## src/rtl/slave_rx_fifo_if.sv

```systemverilog
// slave_rx_fifo_if: the upstream and downstream valid/ready beat handshakes
// that are bundled for slave_rx_fifo.
`default_nettype none

interface slave_rx_fifo_if #(
    parameter int DW = 3
);
    logic          valid_up;
    logic [DW-1:0] data_up;
    logic          ready_up;
    logic          valid_out;
    logic [DW-1:0] data_out;
    logic          ready_in;

    modport master (
        output valid_up, data_up, ready_in,
        input  ready_up, valid_out, data_out
    );

    modport slave (
        input  valid_up, data_up, ready_in,
        output ready_up, valid_out, data_out
    );
endinterface

`default_nettype wire

```

## src/rtl/slave_rx_fifo.sv

```systemverilog
// slave_rx_fifo: small synchronous FIFO between the bus master and the sink,
// with a beat counter and an optional pattern checker (SLAVE_RX_CHECK_EN).
`default_nettype none

module slave_rx_fifo #(
    parameter  int DW    = 3,
    parameter  int DEPTH = 4,
    localparam int AW    = $clog2(DEPTH)
) (
    input  wire logic        sys_clk,
    input  wire logic        sys_rst,
    slave_rx_fifo_if.slave   bus,
    output logic [AW:0]      level,
    output logic [7:0]       beat_cnt,
    output logic             err
);
    localparam logic [AW:0] FULL_LVL = (AW+1)'(DEPTH);

    logic [DW-1:0] mem [DEPTH];
    logic [AW-1:0] wr_ptr;
    logic [AW-1:0] rd_ptr;
    logic          push;
    logic          pop;

    // Handshake flags come only from registered occupancy.
    assign bus.ready_up  = (level != FULL_LVL);
    assign bus.valid_out = (level != '0);
    assign bus.data_out  = mem[rd_ptr];

    assign push = bus.valid_up  & bus.ready_up;
    assign pop  = bus.valid_out & bus.ready_in;

    always_ff @(posedge sys_clk or posedge sys_rst) begin
        if (sys_rst) begin
            for (int i = 0; i < DEPTH; i++) begin
                mem[i] <= '0;
            end
            wr_ptr   <= '0;
            rd_ptr   <= '0;
            level    <= '0;
            beat_cnt <= '0;
        end else begin
            if (push) begin
                mem[wr_ptr] <= bus.data_up;
                wr_ptr      <= wr_ptr + 1'b1;
                beat_cnt    <= beat_cnt + 8'd1;
            end
            if (pop) begin
                rd_ptr <= rd_ptr + 1'b1;
            end
            case ({push, pop})
                2'b10:   level <= level + 1'b1;
                2'b01:   level <= level - 1'b1;
                default: level <= level;
            endcase
        end
    end

`ifdef SLAVE_RX_CHECK_EN
    typedef enum logic [1:0] {
        EXP0 = 2'd0,
        EXP1 = 2'd1,
        EXP2 = 2'd2
    } chk_state_t;

    chk_state_t state;
    chk_state_t state_nxt;
    chk_state_t state_adv;
    logic [2:0] exp_data;
    logic       err_nxt;

    always_ff @(posedge sys_clk or posedge sys_rst) begin
        if (sys_rst) begin
            state <= EXP0;
            err   <= 1'b0;
        end else begin
            state <= state_nxt;
            err   <= err_nxt;
        end
    end

    always_comb begin
        state_nxt = state;
        state_adv = EXP0;
        exp_data  = 3'b111;
        err_nxt   = err;
        case (state)
            EXP0: begin
                exp_data  = 3'b111;
                state_adv = EXP1;
            end
            EXP1: begin
                exp_data  = 3'b101;
                state_adv = EXP2;
            end
            EXP2: begin
                exp_data  = 3'b110;
                state_adv = EXP0;
            end
            default: begin
                exp_data  = 3'b111;
                state_adv = EXP0;
            end
        endcase
        // An idle cycle means the master restarts its sequence; stalls hold.
        if (!bus.valid_up) begin
            state_nxt = EXP0;
        end else if (push) begin
            state_nxt = state_adv;
            if (bus.data_up[2:0] != exp_data) begin
                err_nxt = 1'b1;
            end
        end
    end
`else
    assign err = 1'b0;
`endif

endmodule

`default_nettype wire

```

## src/flat_wrapper.sv

```systemverilog
// flat-port wrapper written by rule: the top's interface ports become plain ports
module slave_rx_fifo_flat 
#(
    parameter  int DW    = 3,
    parameter  int DEPTH = 4,
    localparam int AW    = $clog2(DEPTH)
)
  (sys_clk, sys_rst, level, beat_cnt, err, bus_valid_up, bus_data_up, bus_ready_in, bus_ready_up, bus_valid_out, bus_data_out);
  slave_rx_fifo_if #(.DW(DW)) bus_i ();
  input  wire logic sys_clk;
  input  wire logic sys_rst;
  output logic [AW:0] level;
  output logic [7:0] beat_cnt;
  output logic err;
  input wire logic [$bits(bus_i.valid_up)-1:0] bus_valid_up;
  input wire logic [$bits(bus_i.data_up)-1:0] bus_data_up;
  input wire logic [$bits(bus_i.ready_in)-1:0] bus_ready_in;
  output wire logic [$bits(bus_i.ready_up)-1:0] bus_ready_up;
  output wire logic [$bits(bus_i.valid_out)-1:0] bus_valid_out;
  output wire logic [$bits(bus_i.data_out)-1:0] bus_data_out;
  assign bus_i.valid_up = bus_valid_up;
  assign bus_i.data_up = bus_data_up;
  assign bus_i.ready_in = bus_ready_in;
  assign bus_ready_up = bus_i.ready_up;
  assign bus_valid_out = bus_i.valid_out;
  assign bus_data_out = bus_i.data_out;
  slave_rx_fifo #(.DW(DW), .DEPTH(DEPTH)) u_core (.sys_clk(sys_clk), .sys_rst(sys_rst), .bus(bus_i), .level(level), .beat_cnt(beat_cnt), .err(err));
endmodule
```

## config.mk

```make
export PLATFORM = sky130hd
export DESIGN_NAME = slave_rx_fifo_flat
export DESIGN_NICKNAME = d
export VERILOG_FILES = /design/src/rtl/slave_rx_fifo_if.sv /design/src/rtl/slave_rx_fifo.sv /design/src/flat_wrapper.sv
export SDC_FILE = /design/constraint.sdc
export NUM_CORES = 1
export LEC_CHECK = 0
export BUFFER_PORTS_ARGS = -buffer_cell sky130_fd_sc_hd__buf_2
export CORE_MARGIN = 10
export CORE_UTILIZATION = 40
export CTS_CLUSTER_DIAMETER = 100
export DETAILED_ROUTE_END_ITERATION = 16
export GPL_TIMING_DRIVEN = 0
export PLACE_DENSITY = 0.6
export SLEW_MARGIN = 20
export SYNTH_ARGS = -nofsm -noshare
export SYNTH_HDL_FRONTEND = slang
export SYNTH_SLANG_ARGS = --single-unit
```

## constraint.sdc

```tcl
create_clock -name sys_clk -period 2.32 [get_ports sys_clk]
set_input_delay 0.232 -clock sys_clk [delete_from_list [all_inputs] [get_ports sys_clk]]
set_output_delay 0.232 -clock sys_clk [all_outputs]
set_load 0.05 [all_outputs]
```

==> flow_summary.yaml <==
setup_path:
  ff2ff_path_depth: 9
  r2r_slack_ns: 0.13
  arrival_ns: 2.45
  criticalPathCategory: "flip-flop to flip-flop"
  critPathRequiredTime_ns: 2.58
  critical_path.startpoint_type: "flip-flop"
  cp_max_fo: 10
  worst_setup_path_end_kind: "flip-flop"
  reg2reg_from: "u_core.level[0]"
  r2r-end: "u_core.level[2]"
floorplanning:
  die_h_um: 77.7
  start_util: 0.426
  pin_count: 24
  fp-row-count: 20
  coreArea_sq_mm: 0.00313
  chipWidth_um: 77.7
  dieArea_sq_mm: 0.00604
drt:
  viasPerCell: 4.82
  first_iter_violations: 51
  wl_um: 2480
  dr.pass1.iters: 4
  postRouteAntennaNets: 0
  drc: 0
  wire_per_inst_um: 14.6
  num_vias: 819
synthesis:
  avgSynthCellArea_sq_um: 14.0
  synth.top_cell.area_share: 0.507
  postSynthCellCount: 95
  synth_top_area_cell: "dfrtp_1"
  yosysSeqAreaShare: 0.507
  syn_nets: 109
  synth.area.top_cells: "dfrtp_1, mux2_2, mux2_4"
  ys_warn_count: 0
  synth_seq_cells: 27
  synth_cell_types: 28
  syn_area_sq_mm: 0.00133
clocking:
  clk_latency_ns: 0.32
  cts_buffer_depth: 2
  clock_sinks: 27
  cts-root-buf: "clkbuf_4"
  cts_tree: "done"
  clk_pin_slew_worst_paths_ns: 0.14
  cts_buffers: 3
  htreeDepth: 1
placed_design:
  gp_congestion: 0.657
  postPlaceCellArea_sq_mm: 0.00150
  hpwlAfterDp_um: 1840
  port_buffers: 21
  placedCellCount: 160
  place_ws_ns: 0.0692
timing:
  drv_slew: 0
  layout_setup_ws_ns: 0.126
  slew_headroom: 0.623
  post-route-min-period_ns: 2.19
  final.setup_skew_ns: 0.00667
  finalSetupViolations: 0
  hold_viol: 0
  tns_ns: 0
  tightest_slew_ns: 0.564
  fin_crit_sh: 0.946
  timing.fmax_ghz: 0.456
final_layout:
  drive_above_1_share: 0.492
  final_cells: 170
  fill_cells: 300
  mostFrequentLayoutCells: "dfrtp_1, buf_2, xnor2_1, mux2_2"
  antenna_cells: 0
  final_common_cell: "dfrtp_1"
  fin_nets: 141
  design_area_sq_mm: 0.00159
  syn_to_final_growth_pct: 19.2
outcome:
  status: "complete, no violations"
job:
  drv_cap: 0
grt:
  grt_pass1_wl_um: 4110
  overflow: 0
  grt_pass1_vias: 822
  antenna_found_initial: 0
  grt_util_all_layers: 0.0826
  grt_max_degree: 28
worst_hold_path:
  holdPathEnd: "u_core.mem[7]"
  min_path_cells: 2
  min_path_type: "primary input to flip-flop"
  hp-start: "bus_data_up[1]"
## timing repair
item                                    in CTS  in global routing
hold endpoints to repair                     0                 27
buffers inserted                             0                  5
endpoints found under the setup margin       0                  1
hold buffers                                 0                  1
resized for setup                            0                  2
## worst max-delay path by stage
stage / slack (ns) / cells after the start / to / from
after floorplan: 0.04 / 9 / u_core.level[2] / u_core.level[0]
after global placement: 0.12 / 9 / u_core.level[2] / u_core.level[0]
after detailed placement: 0.07 / 9 / u_core.level[2] / u_core.level[0]
after CTS: 0.03 / 9 / u_core.level[2] / u_core.level[0]
after global routing: -0.004 / 9 / u_core.level[2] / u_core.level[2]
final: 0.13 / 9 / u_core.level[2] / u_core.level[0]
## flip-flops by register name (all words and copies together) (netlist names)
signal / count
u_core.mem: 12
u_core.wr_ptr: 2
u_core.beat_cnt: 8
u_core.level: 3
u_core.rd_ptr: 2
## cells in the mapped netlist
master / number
buf_4: 1
or3b_4: 1
and3_4: 2
mux2_2: 8
nand3_1: 2
nand4_1: 4
mux2_4: 6
and4_1: 1
ha_1: 6
xnor2_1: 10
dfrtp_1: 27
or3_2: 1
xor2_1: 3
conb_1: 1
inv_1: 6
nand2_2: 1
mux4_2: 3
clkbuf_1: 1
and2_1: 1
buf_2: 1
and3_1: 1
nor2_1: 1
nand2_1: 1
fa_1: 1
and3_2: 2
buf_6: 1
o31a_2: 1
mux2i_1: 1
## critical path, stage by stage (launching register included)
cell and delay, ns:
dfrtp_2 0.43, or3b_4 0.41, buf_6 0.16, nand2_4 0.11, ha_4 0.15, inv_1 0.05
fa_1 0.37, xor2_1 0.15, nor2_1 0.15, xor2_1 0.15
## layer usage
layer  wire length, um  vias up  global-route usage  share of wire
met5                 0        -                   0              0
met4                21        0              0.0219         0.0085
met3               128        4              0.0334          0.052
met2              1210       15               0.130           0.49
met1              1120      409               0.102           0.45
li1                  -      391                   -              -
## kinds of logic after synthesis
kind of cell,share of synthesized area
multiplexers,0.193
AND/OR/NAND/NOR,0.0948
adder cells (fa/ha/maj),0.0714
XOR/XNOR,0.0854
other,0.00281
AO/OA/AOI/OAI,0.00751
flip-flops,0.507
buffers and inverters,0.0376
## per-stage QoR
| stage | hold slack [ns] | utilization |
|---|---|---|
| final | 0.182 | 0.508 |
| after global routing | 0.164 | 0.508 |
| after CTS | 0.163 | 0.488 |
| after detailed placement | 0.464 | 0.480 |
| after global placement | 0.460 | 0.480 |
| after floorplan | 0.285 | - |
## cell type report
cell class	instances	area (sq um)	area share
Buffer	4	27.5	0.0173
Clock buffer	4	26.3	0.0165
Inverter	6	22.5	0.0142
Multi-Input combinational cell	58	624	0.393
Sequential cell	27	679	0.428
Tap cell	44	55.1	0.0347
Timing Repair Buffer	27	153	0.0961
Power is not shown: default switching activity piles up to over one toggle a cycle in this logic, so the estimate is an artifact.
